`config.mk`:
```
export PLATFORM = sky130hd
export DESIGN_NAME = fifo_reader_flat
export DESIGN_NICKNAME = d
export VERILOG_FILES = /design/src/rtl/fifo_pkg.sv /design/src/rtl/fifo_reader_if.sv /design/src/rtl/fifo_reader_skid.sv /design/src/rtl/fifo_reader.sv /design/src/flat_wrapper.sv
export SDC_FILE = /design/constraint.sdc
export NUM_CORES = 1
export LEC_CHECK = 0
export ABC_AREA = 1
export BUFFER_PORTS_ARGS = -buffer_cell sky130_fd_sc_hd__clkbuf_2
export CORE_UTILIZATION = 40
export CTS_CLUSTER_DIAMETER = 30
export DETAILED_ROUTE_END_ITERATION = 10
export GPL_TIMING_DRIVEN = 0
export PLACE_DENSITY_LB_ADDON = 0.1
export SETUP_SLACK_MARGIN = 0.02
export SYNTH_ARGS = -nofsm -noshare
export SYNTH_HDL_FRONTEND = slang
export SYNTH_SLANG_ARGS = --single-unit
```
`constraint.sdc`:
```
create_clock -name clk -period 2.9 [get_ports clk]
set_input_delay 0.29 -clock clk [delete_from_list [all_inputs] [get_ports clk]]
set_output_delay 0.29 -clock clk [all_outputs]
set_load 0.02 [all_outputs]
```
`src/rtl/fifo_pkg.sv`:
```
// Constants and skid-buffer state encoding shared by fifo and fifo_reader.
// The optional fifo_reader counter is selected with FIFO_READER_CNT_EN.
package fifo_pkg;

    localparam int DWIDTH = 5;
    localparam int AWIDTH = 8;

    typedef enum logic [1:0] {
        ST_EMPTY = 2'd0,
        ST_ONE   = 2'd1,
        ST_TWO   = 2'd2
    } skid_state_t;

    // Number of valid skid slots represented by a state.
    function automatic logic [1:0] state_occ(input skid_state_t s);
        logic [1:0] occ;
        occ = 2'd0;
        case (s)
            ST_ONE:  occ = 2'd1;
            ST_TWO:  occ = 2'd2;
            default: occ = 2'd0;
        endcase
        return occ;
    endfunction

endpackage

```
`src/rtl/fifo_reader_if.sv`:
```
// FIFO read port plus output stream of fifo_reader; master = the reader side.
// Optional rd_count (FIFO_READER_CNT_EN) stays a plain port on fifo_reader.
interface fifo_reader_if #(
    parameter int dwidth = fifo_pkg::DWIDTH
);
    logic [dwidth-1:0] fifo_data;
    logic              fifo_empty;
    logic              fifo_rd_en;
    logic [dwidth-1:0] m_data;
    logic              m_valid;
    logic              m_ready;

    // Stream handshake: a word transfers on every rising edge where m_valid && m_ready;
    // once m_valid is high, m_data and m_valid hold until that transfer (flush excepted).
    modport master (
        input  fifo_data,
        input  fifo_empty,
        input  m_ready,
        output fifo_rd_en,
        output m_data,
        output m_valid
    );

    modport slave (
        output fifo_data,
        output fifo_empty,
        output m_ready,
        input  fifo_rd_en,
        input  m_data,
        input  m_valid
    );
endinterface

```
`src/rtl/fifo_reader_skid.sv`:
```
// Two-entry skid buffer for fifo_reader: occupancy FSM, slot capture and shift.
// Unaffected by FIFO_READER_CNT_EN.
module fifo_reader_skid
    import fifo_pkg::*;
#(
    parameter int dwidth = DWIDTH
) (
    input  logic              i_clk,
    input  logic              i_rst,
    input  logic              i_flush,
    input  logic              i_pop,
    input  logic              i_arrive,
    input  logic [dwidth-1:0] i_data,
    output logic [1:0]        o_occ,
    output logic              o_valid,
    output logic [dwidth-1:0] o_data,
    output skid_state_t       o_state
);

    skid_state_t       r_state;
    skid_state_t       w_state_nxt;
    logic [dwidth-1:0] r_slot0;
    logic [dwidth-1:0] r_slot1;
    logic [dwidth-1:0] w_slot0_nxt;
    logic [dwidth-1:0] w_slot1_nxt;

    always_ff @(posedge i_clk or posedge i_rst) begin
        if (i_rst) begin
            r_state <= ST_EMPTY;
            r_slot0 <= '0;
            r_slot1 <= '0;
        end else begin
            r_state <= w_state_nxt;
            r_slot0 <= w_slot0_nxt;
            r_slot1 <= w_slot1_nxt;
        end
    end

    always_comb begin
        w_state_nxt = r_state;
        w_slot0_nxt = r_slot0;
        w_slot1_nxt = r_slot1;
        case (r_state)
            ST_EMPTY: begin
                if (i_arrive) begin
                    w_slot0_nxt = i_data;
                    w_state_nxt = ST_ONE;
                end
            end
            ST_ONE: begin
                // Pop and arrival together: the new word replaces the departing head.
                if (i_arrive) begin
                    if (i_pop) begin
                        w_slot0_nxt = i_data;
                    end else begin
                        w_slot1_nxt = i_data;
                        w_state_nxt = ST_TWO;
                    end
                end else if (i_pop) begin
                    w_state_nxt = ST_EMPTY;
                end
            end
            ST_TWO: begin
                if (i_pop) begin
                    w_slot0_nxt = r_slot1;
                    w_state_nxt = ST_ONE;
                end
            end
            default: w_state_nxt = ST_EMPTY;
        endcase
        if (i_flush) begin
            w_state_nxt = ST_EMPTY;
        end
    end

    assign o_occ   = state_occ(r_state);
    assign o_valid = (r_state != ST_EMPTY);
    assign o_data  = r_slot0;
    assign o_state = r_state;

    // The read-enable throttle keeps occupancy plus in-flight words at two or less.
    a_no_arrive_in_two: assert property (
        @(posedge i_clk) disable iff (i_rst) !((r_state == ST_TWO) && i_arrive)
    );

endmodule

```
`src/rtl/fifo_reader.sv`:
```
// Read-side controller draining a one-cycle-latency fifo onto a valid/ready stream.
// Define FIFO_READER_CNT_EN to add the 32-bit delivered-word counter rd_count.
module fifo_reader
    import fifo_pkg::*;
#(
    parameter int dwidth = DWIDTH
) (
    input  logic         clk,
    input  logic         rst,
    input  logic         flush,
    fifo_reader_if.master bus,
    output skid_state_t  o_dbg_state
`ifdef FIFO_READER_CNT_EN
    ,
    output logic [31:0]  rd_count
`endif
);

    logic              r_inflight;
    logic              w_pop;
    logic              w_arrive;
    logic              w_rd_en;
    logic              w_valid;
    logic [1:0]        w_occ;
    logic [2:0]        w_committed;
    logic [dwidth-1:0] w_data;

    assign w_pop = w_valid & bus.m_ready;

    // Slots that will be spoken for after this edge, counting the word still in the fifo pipeline.
    assign w_committed = {1'b0, w_occ} + {2'b00, r_inflight} - {2'b00, w_pop};
    assign w_rd_en     = !rst && !flush && !bus.fifo_empty && (w_committed < 3'd2);
    assign w_arrive    = r_inflight && !flush;

    always_ff @(posedge clk or posedge rst) begin
        if (rst) begin
            r_inflight <= 1'b0;
        end else begin
            r_inflight <= w_rd_en;
        end
    end

    fifo_reader_skid #(
        .dwidth(dwidth)
    ) u_skid (
        .i_clk    (clk),
        .i_rst    (rst),
        .i_flush  (flush),
        .i_pop    (w_pop),
        .i_arrive (w_arrive),
        .i_data   (bus.fifo_data),
        .o_occ    (w_occ),
        .o_valid  (w_valid),
        .o_data   (w_data),
        .o_state  (o_dbg_state)
    );

    assign bus.fifo_rd_en = w_rd_en;
    assign bus.m_valid    = w_valid;
    assign bus.m_data     = w_data;

`ifdef FIFO_READER_CNT_EN
    logic [31:0] r_rd_count;

    always_ff @(posedge clk or posedge rst) begin
        if (rst) begin
            r_rd_count <= '0;
        end else if (w_pop) begin
            r_rd_count <= r_rd_count + 32'd1;
        end
    end

    assign rd_count = r_rd_count;
`endif

endmodule

```
`src/flat_wrapper.sv`:
```
// flat-port wrapper written by rule: the top's interface ports become plain ports
module fifo_reader_flat import fifo_pkg::*;
#(
    parameter int dwidth = DWIDTH
)
  (clk, rst, flush, o_dbg_state, bus_fifo_data, bus_fifo_empty, bus_m_ready, bus_fifo_rd_en, bus_m_data, bus_m_valid);
  fifo_reader_if #(.dwidth(dwidth)) bus_i ();
  input  logic clk;
  input  logic rst;
  input  logic flush;
  output skid_state_t o_dbg_state;
  input wire logic [$bits(bus_i.fifo_data)-1:0] bus_fifo_data;
  input wire logic [$bits(bus_i.fifo_empty)-1:0] bus_fifo_empty;
  input wire logic [$bits(bus_i.m_ready)-1:0] bus_m_ready;
  output wire logic [$bits(bus_i.fifo_rd_en)-1:0] bus_fifo_rd_en;
  output wire logic [$bits(bus_i.m_data)-1:0] bus_m_data;
  output wire logic [$bits(bus_i.m_valid)-1:0] bus_m_valid;
  assign bus_i.fifo_data = bus_fifo_data;
  assign bus_i.fifo_empty = bus_fifo_empty;
  assign bus_i.m_ready = bus_m_ready;
  assign bus_fifo_rd_en = bus_i.fifo_rd_en;
  assign bus_m_data = bus_i.m_data;
  assign bus_m_valid = bus_i.m_valid;
  fifo_reader #(.dwidth(dwidth)) u_core (.clk(clk), .rst(rst), .flush(flush), .bus(bus_i), .o_dbg_state(o_dbg_state));
endmodule
```
# Word level (Yosys, flattened, before mapping)

Cells that the tools add are included.

Input bits: 10
Logic and storage cells: 45
Output and inout bits: 9
Flip-flop bits (word level): 13

$add $sub $neg: 2
Mux-type cells: 13
Equality and inequality tests: 10
Order comparisons: 1
Reduce and logical (&&, ||, !) cells: 13
Bitwise operators: 2

Operators with widths:

| operator                                                   | number |
|---|---|
| 2-to-1 mux 5 bit                                           | 4 |
| case mux 5 bit (3 select lines)                            | 1 |
| 2-to-1 mux 2 bit                                           | 6 |
| case mux 2 bit (3 select lines)                            | 1 |
| AND reduction 5 bit                                        | 1 |
| logical AND 1 bit                                          | 4 |
| inequality test 2 x 1 -> 1 bit, second input constant      | 2 |
| inequality test 2 bit, second input constant               | 2 |
| inequality test 4 x 3 -> 1 bit, second input constant      | 1 |
| inequality test 4 bit, second input constant               | 1 |
| case mux 2 bit (2 select lines)                            | 1 |
| AND reduction 4 bit                                        | 1 |
| adder 2 x 1 -> 3 bit                                       | 1 |
| zero test 1 bit                                            | 3 |
| less-than comparator 3 x 2 -> 1 bit, second input constant | 1 |
| inequality test 3 x 2 -> 1 bit, second input constant      | 1 |
| inequality test 3 bit, second input constant               | 1 |
| AND reduction 3 bit                                        | 1 |
| nonzero test 3 bit                                         | 1 |
| subtractor 3 x 1 -> 3 bit                                  | 1 |
| == test 2 x 1 -> 1 bit, second input constant              | 1 |
| == test 2 bit, second input constant                       | 1 |
| zero test 2 bit                                            | 1 |
| nonzero test 2 bit                                         | 1 |
| 2 further kinds                                            | 2 |

# Logic depth before layout (Yosys ltp)

Gate-level depths: netlist of the first run.

Depth after elaboration: 6
Depth in mapped cells: 8
Gate-level depth less buffers: 8

# Modules after synthesis

From an unflattened synthesis of the first run, not the netlist that was laid out.

Cells, all modules: 108
Area, all modules: 760.7 um^2

By module, submodules not included:

| module           | times used | sequential area each (um^2) | cells an instance | area each (um^2) |
|---|---|---|---|---|
| fifo_reader_skid | 1          | 300.3                       | 88                | 636.9 |
| fifo_reader      | 1          | 25.0                        | 20                | 123.9 |

# Worst setup path after synthesis of the first run

Ideal clock, no wire load.

Path type: flip-flop to output port
Start point: register u_core.u_skid.r_state[0], in the netlist u_core.u_skid.o_state[0]
End point: output port bus_fifo_rd_en
Stages on the path, launching flop included: 9
Arrival time: 2.111 ns
Data required time: 2.610 ns
Setup slack: 0.499 ns
Path buffers: 0
Cells stage by stage: dfrtp_1 > nor2_2 > nor2_1 > ha_1 > inv_1 > nand2_1 > fa_1 > a211o_1 > nor2_1

Longest elaborated chain between the ends: 6
Elaborated cells on any way between the ends: 9
Classes of those cells: 2 x add/sub; 1 x order compare; 2 x eq/ne; 1 x mux; 1 x bitwise; 2 x reduce/logical

RTL lines:

| element                                                        | RTL line               | RTL |
|---|---|---|
| from (decl)                                                    | fifo_reader_skid.sv:20 | `skid_state_t r_state;` |
| from (signal assigned)                                         | fifo_reader_skid.sv:33 | `r_state <= w_state_nxt;` |
| == test 2 bit / == test 2 x 1 -> 1 bit (equally long branches) | fifo_pkg.sv:18         | `case (s)` |
| case mux 2 bit (2 select lines)                                | fifo_pkg.sv:18         |  |
| adder 2 x 1 -> 3 bit                                           | fifo_reader.sv:31      | `assign w_committed = {1'b0, w_occ} + {2'b00, r_inflight} - {2'b00, w_pop};` |
| subtractor 3 x 1 -> 3 bit (*)                                  | fifo_reader.sv:31      |  |
| less-than comparator 3 x 2 -> 1 bit (*)                        | fifo_reader.sv:32      | `assign w_rd_en = !rst && !flush && !bus.fifo_empty && (w_committed < 3'd2);` |
| logical AND 1 bit (*)                                          | fifo_reader.sv:32      |  |
| to (decl)                                                      | flat_wrapper.sv:15     | `output wire logic [$bits(bus_i.fifo_rd_en)-1:0] bus_fifo_rd_en;` |

Mark *: on every way between the ends. The rest lies on a longest branch, timed or not.

# Final worst setup path of the first run

Same ends and word-level chain as after synthesis.

==> results.ini, run 1 <==
[power_and_ir_drop]
p_per_area_nw_per_um2=810.0
finalPower_w=0.0006760
ir_worst_vdd_uv=430.3
p_leak_nw=0.4708

[global_routing]
grt_remaining_overflow=0
antenna_found_initial=0
grt_first_pass_wirelength_um=2090
grt_max_degree=14
grt_pass1_vias=532
track_usage_pct=15.32

[synth]
syn_area_per_cell_sq_um=7.934
ys_ff_latch=13
yosysSeqAreaShare_pct=46.59
ys_types=17
synthCells=88
syn_area_sq_um=698.2
ys_warn_count=0
synth_nets=100

[critical_path]
crit_path_frequent_cell=nor2_1
critPathSlowestCell=dfrtp_1
crit_chain=nor2_2 -> nor2_1 -> ha_1 -> inv_1 -> nand2_1 -> fa_1 -> a211o_1 -> nor2_1 -> clkbuf_2
cp.required_ns=2.61
startpoint=u_core.u_skid.o_state[0]
crit_fanout=5
crit_buf_inv=2
endpoint_kind=output pin
critPathArrivalTime_ns=2.42
cp_top_family=adder cells
crit_type=reg2out
cpPeakStageDelay_ns=0.44
start_kind=flop
reg2reg_from=u_core.u_skid.o_state[0]

[floorplanning]
die_w_um=43.78
initial_core_util_pct=44.29
die_h_um=43.78
rows=14
core_area_sq_um=1577
io_pins=19
die-area_sq_um=1917

[cts]
cts_tree=done
numCtsBuffers=3
cts.repair.resized=0
cts_htree_levels=1
clk_pin_slew_ns=0.08
cts_root_buffer=clkbuf_4
post-cts-setup-buffers=0
clock_latency_ns=0.28
cts.path.max_buffers=2
clock_sinks=13
postCtsHoldBufs=0

[place]
hpwl_um=980.3
io_buffers=18
place.gp.congestion=0.7368

[route]
post_drt_wl_per_cell_um=10.10
vias_per_cell=4.778
route.vias.total=602
dr.pass1.iters=7
antenna_left=0
drc_errors=2
drt-initial-drc-count=15
wirelength_um=1272

[timing]
min_period_ns=2.705
finalHoldViolations=0
skew_ns=0.005609
fin_tns_setup_ns=0
maxSlewViolCount=0
finalCritPeriodShare_pct=93.28
slew_headroom_pct=66.92
setup-violations-final=0
fmax_ghz=0.3697
tightest_slew_ns=0.4957
rsz0062_at_grt=false

[finish]
nFillCells=157
area_growth_pct=19.53
drive_above_1_share_pct=27.27
diodes=0
finalNetCount=123

[run]
drv_cap=0

[run_status]
run_status=finished with violations
violations=design-rule violations

[hold_path]
hp-class=in2async

## synthesized netlist by cell type
library cell / number / share of area (%)
o21ai_1: 11 / 7.9
nand3_2: 1 / 1.4
a21oi_1: 5 / 3.6
fa_1: 1 / 2.9
nand2_2: 1 / 0.90
dfrtp_1: 13 / 47
ha_1: 1 / 1.8
nand3_1: 3 / 2.1
nand2_1: 21 / 11
buf_6: 2 / 3.2
o21ai_2: 1 / 1.3
a211o_1: 1 / 1.3
inv_1: 12 / 6.5
inv_2: 2 / 1.1
nor2_1: 10 / 5.4
o211ai_1: 1 / 1.1
nor2_2: 2 / 1.8
## per-layer routing
layer  vias up  routed length [um]  GRT usage, %
met1       261                 622         18.21
met5         -                   0             0
met2        16                 575         24.78
met4         0                  10         3.750
met3         2                  63         7.500
li1        323                   -             -
## state kept, by name (all words and copies together) (netlist names)
name and count:
u_core.u_skid.r_slot1 5, u_core.u_skid.o_data 5, u_core.r_inflight 1, u_core.u_skid.o_state 2
## cells by family after synthesis
group                      share of synthesized area, %
adders and majority gates                         4.659
buffers and inverters                             10.75
and+or+nand+nor                                   22.94
AOI/OAI and AO/OA                                 15.05
DFF                                               46.59
## layout make-up
type	instances	area (sq um)	area share [%]
flip-flops and latches	13	325.3	38.98
inverters	14	52.55	6.297
repair buffers	18	90.09	10.79
well taps	16	20.02	2.399
clock buffers	4	26.28	3.148
plain buffers	2	22.52	2.699
multi-input cells	59	297.8	35.68
## through the flow
stage               util [%]  instances  hold WS, ns  setup WS, ns  instance area, sq um
floorplan                  -         88       0.1670        0.4992                 698.2
global placement       51.27        122       0.3396        0.5218                 808.3
detailed placement     51.27        122       0.3364        0.4631                 808.3
CTS                    52.94        126      0.03553        0.1527                 834.6
global route           52.94        126      0.07320       0.05117                 834.6
finish                 52.94        126      0.01604        0.1948                 834.6
## cells in the final DEF, fill, tap and decap left out, drive strengths merged
cell type / n
fa: 1
nand2: 22
ha: 1
inv: 14
clkbuf: 22
dfrtp: 13
a21oi: 5
o21ai: 12
buf: 2
nor2: 12
o211ai: 1
nand3: 4
a211o: 1
## power by group
group	leakage (nW)	switching (W)	internal, W
clock	0.0150	0.0000585	0.0000533
sequential	0.151	0.0000363	0.000250
combinational	0.305	0.000178	0.0000998
total	0.471	0.000273	0.000403
## worst register-to-register path, delay by kind of cell (launching register included)
kind / cells / cell delay, ns
compound gates: 1 / 0.30
simple gates: 4 / 0.48
buf+inv: 1 / 0.05
fa+ha+maj: 2 / 0.69
flops: 1 / 0.44
## final timing paths
check	end	slack, ns	cells after the start
worst min-delay path	u_core.r_inflight	0.02	2
worst max-delay path	bus_fifo_rd_en	0.19	9
worst min register to register	u_core.u_skid.o_data[2]	0.49	2
max in group asynchronous	u_core.u_skid.o_state[0]	2.54	2
min in group clk	u_core.r_inflight	0.24	3
worst max register to register	u_core.r_inflight	0.87	8
(Power assumes the default switching activity.)
==> run 2, diff against run 1 <==
CELL_PAD_IN_SITES_DETAIL_PLACEMENT = 1   (was default)
CELL_PAD_IN_SITES_GLOBAL_PLACEMENT = 2   (was default)
CORE_MARGIN = 1   (was default)
CORE_UTILIZATION = 30   (was 40)
==> results.ini, run 2 (synthesized netlist as in run 1, its figures left out) <==
[route]
route.met3.wl_um=44
post_drt_wl_per_cell_um=10.66
drt-initial-drc-count=5
dr.pass1.iters=2
route.vias.total=615
highest_layer=met4
drt-met1-wl_um=717
wirelength_um=1471
drc_errors=0
antenna_left=0
route.met2.wl_um=699
vias_per_cell=4.457

[cts]
clock_latency_ns=0.28
clk_pin_slew_ns=0.09
post-cts-setup-buffers=0
cts_htree_levels=1
clock_sinks=13
numCtsBuffers=3
cts_root_buffer=clkbuf_4
cts_tree=done
cts.path.max_buffers=2

[critical_path]
start_kind=flop
crit_fanout=5
cp.required_ns=2.61
reg2reg_from=u_core.u_skid.o_state[0]
startpoint=u_core.u_skid.o_state[0]
endpoint_kind=output pin
crit_type=reg2out
critPathArrivalTime_ns=2.40

[finish]
final_common_cell=nand2_1
layout_common_cells=21 x nand2_1, 18 x clkbuf_2, 13 x dfrtp_1, 12 x inv_1, 11 x o21ai_1
diodes=0
drive_above_1_share_pct=28.18
finalNetCount=123
finalNonFillerCells=138
post-route-util_pct=38.69
nFillCells=284
area_growth_pct=22.58

[place]
placed_cells=134
hpwl_um=1152
io_buffers=18
place.gp.congestion=0.7605
place_ws_ns=0.4407

[floorplanning]
initial_core_util_pct=31.56
core_area_sq_um=2212
io_pins=19
die_h_um=50.24
die_w_um=50.24
rows=17
die-area_sq_um=2524

[timing]
finalCritPeriodShare_pct=92.83
fin_tns_setup_ns=0
rsz0062_at_grt=false
finalHoldViolations=0
maxSlewViolCount=0
fin_ws_ns=0.2079
skew_ns=0.01128
slew_headroom_pct=67.16
setup-violations-final=0
tightest_slew_ns=0.4921
min_period_ns=2.692
fmax_ghz=0.3715

[run_status]
run_status=completed

[power_and_ir_drop]
p_leak_nw=0.4752
p_per_area_nw_per_um2=796.3
finalPower_w=0.0006815
ir_worst_vdd_uv=323.2

[global_routing]
antenna_found_initial=0
grt_first_pass_wirelength_um=2725
grt_remaining_overflow=0
grt_max_degree=14
track_usage_pct=14.69
grt_pass1_vias=630

[run]
drv_cap=0

[hold_path]
hp-class=in2async

[run 2: cell types whose count changed in the layout (fill, tap and decap cells not counted), sizes merged]
cell,previous run,this run
clkinv,0,1
clkbuf,22,21
[run 2: repair_timing]
item / in CTS / in global routing
gates resized for setup: 0 / 1
endpoints found under the setup margin: 0 / 1
hold buffers: 0 / 0
hold endpoints to repair: 0 / 0
[run 2: worst paths after layout]
path                       cells after the start  slack [ns]                 endpoint
hold / removal                                 2        0.01  u_core.u_skid.o_data[0]
max in group asynchronous                      2        2.54  u_core.u_skid.o_data[3]
setup / recovery                               9        0.21           bus_fifo_rd_en
setup reg to reg                               8        0.89        u_core.r_inflight
hold reg to reg                                2        0.50  u_core.u_skid.o_data[3]
min in group clk                               3        0.26        u_core.r_inflight
[run 2: layer usage]
metal	vias up	track usage (%)
li1	320	-
met1	283	17.27
met2	10	24.00
met3	2	4.545
met4	0	7.143
met5	-	0
[run 2: worst max-delay path: stages, from the launching register on]
cell and delay, ns:
dfrtp_1 0.45, nor2_4 0.17, nor2_1 0.08, ha_1 0.28, inv_1 0.05, nand2_1 0.06
fa_1 0.40, a211o_1 0.31, nor2_1 0.14, clkbuf_2 0.19
[run 2: power breakdown]
| group | leakage, nW | switching (W) | internal [W] |
|---|---|---|---|
| sequential | 0.151 | 0.0000364 | 0.000250 |
| combinational | 0.307 | 0.000182 | 0.000102 |
| clock | 0.0177 | 0.0000602 | 0.0000511 |
| total | 0.475 | 0.000278 | 0.000403 |
[run 2: metrics by stage]
stage	hold slack (ns)	cell area [sq um]
6_report	0.01349	855.8
5_1_grt	0.04589	855.8
4_1_cts	0.02829	850.8
3_5_place_dp	0.3396	823.3
3_3_place_gp	0.3552	823.3
2_1_floorplan	0.1670	698.2
[run 2: cell type report]
| type | count | area (sq um) | share of cell area (%) |
|---|---|---|---|
| flip-flops and latches | 13 | 325.3 | 38.01 |
| multi-input cells | 59 | 302.8 | 35.38 |
| clock inverters | 1 | 5.005 | 0.5848 |
| repair buffers | 18 | 90.09 | 10.53 |
| clock buffers | 3 | 22.52 | 2.632 |
| inverters | 14 | 52.55 | 6.140 |
| plain buffers | 2 | 22.52 | 2.632 |
| well taps | 28 | 35.03 | 4.094 |
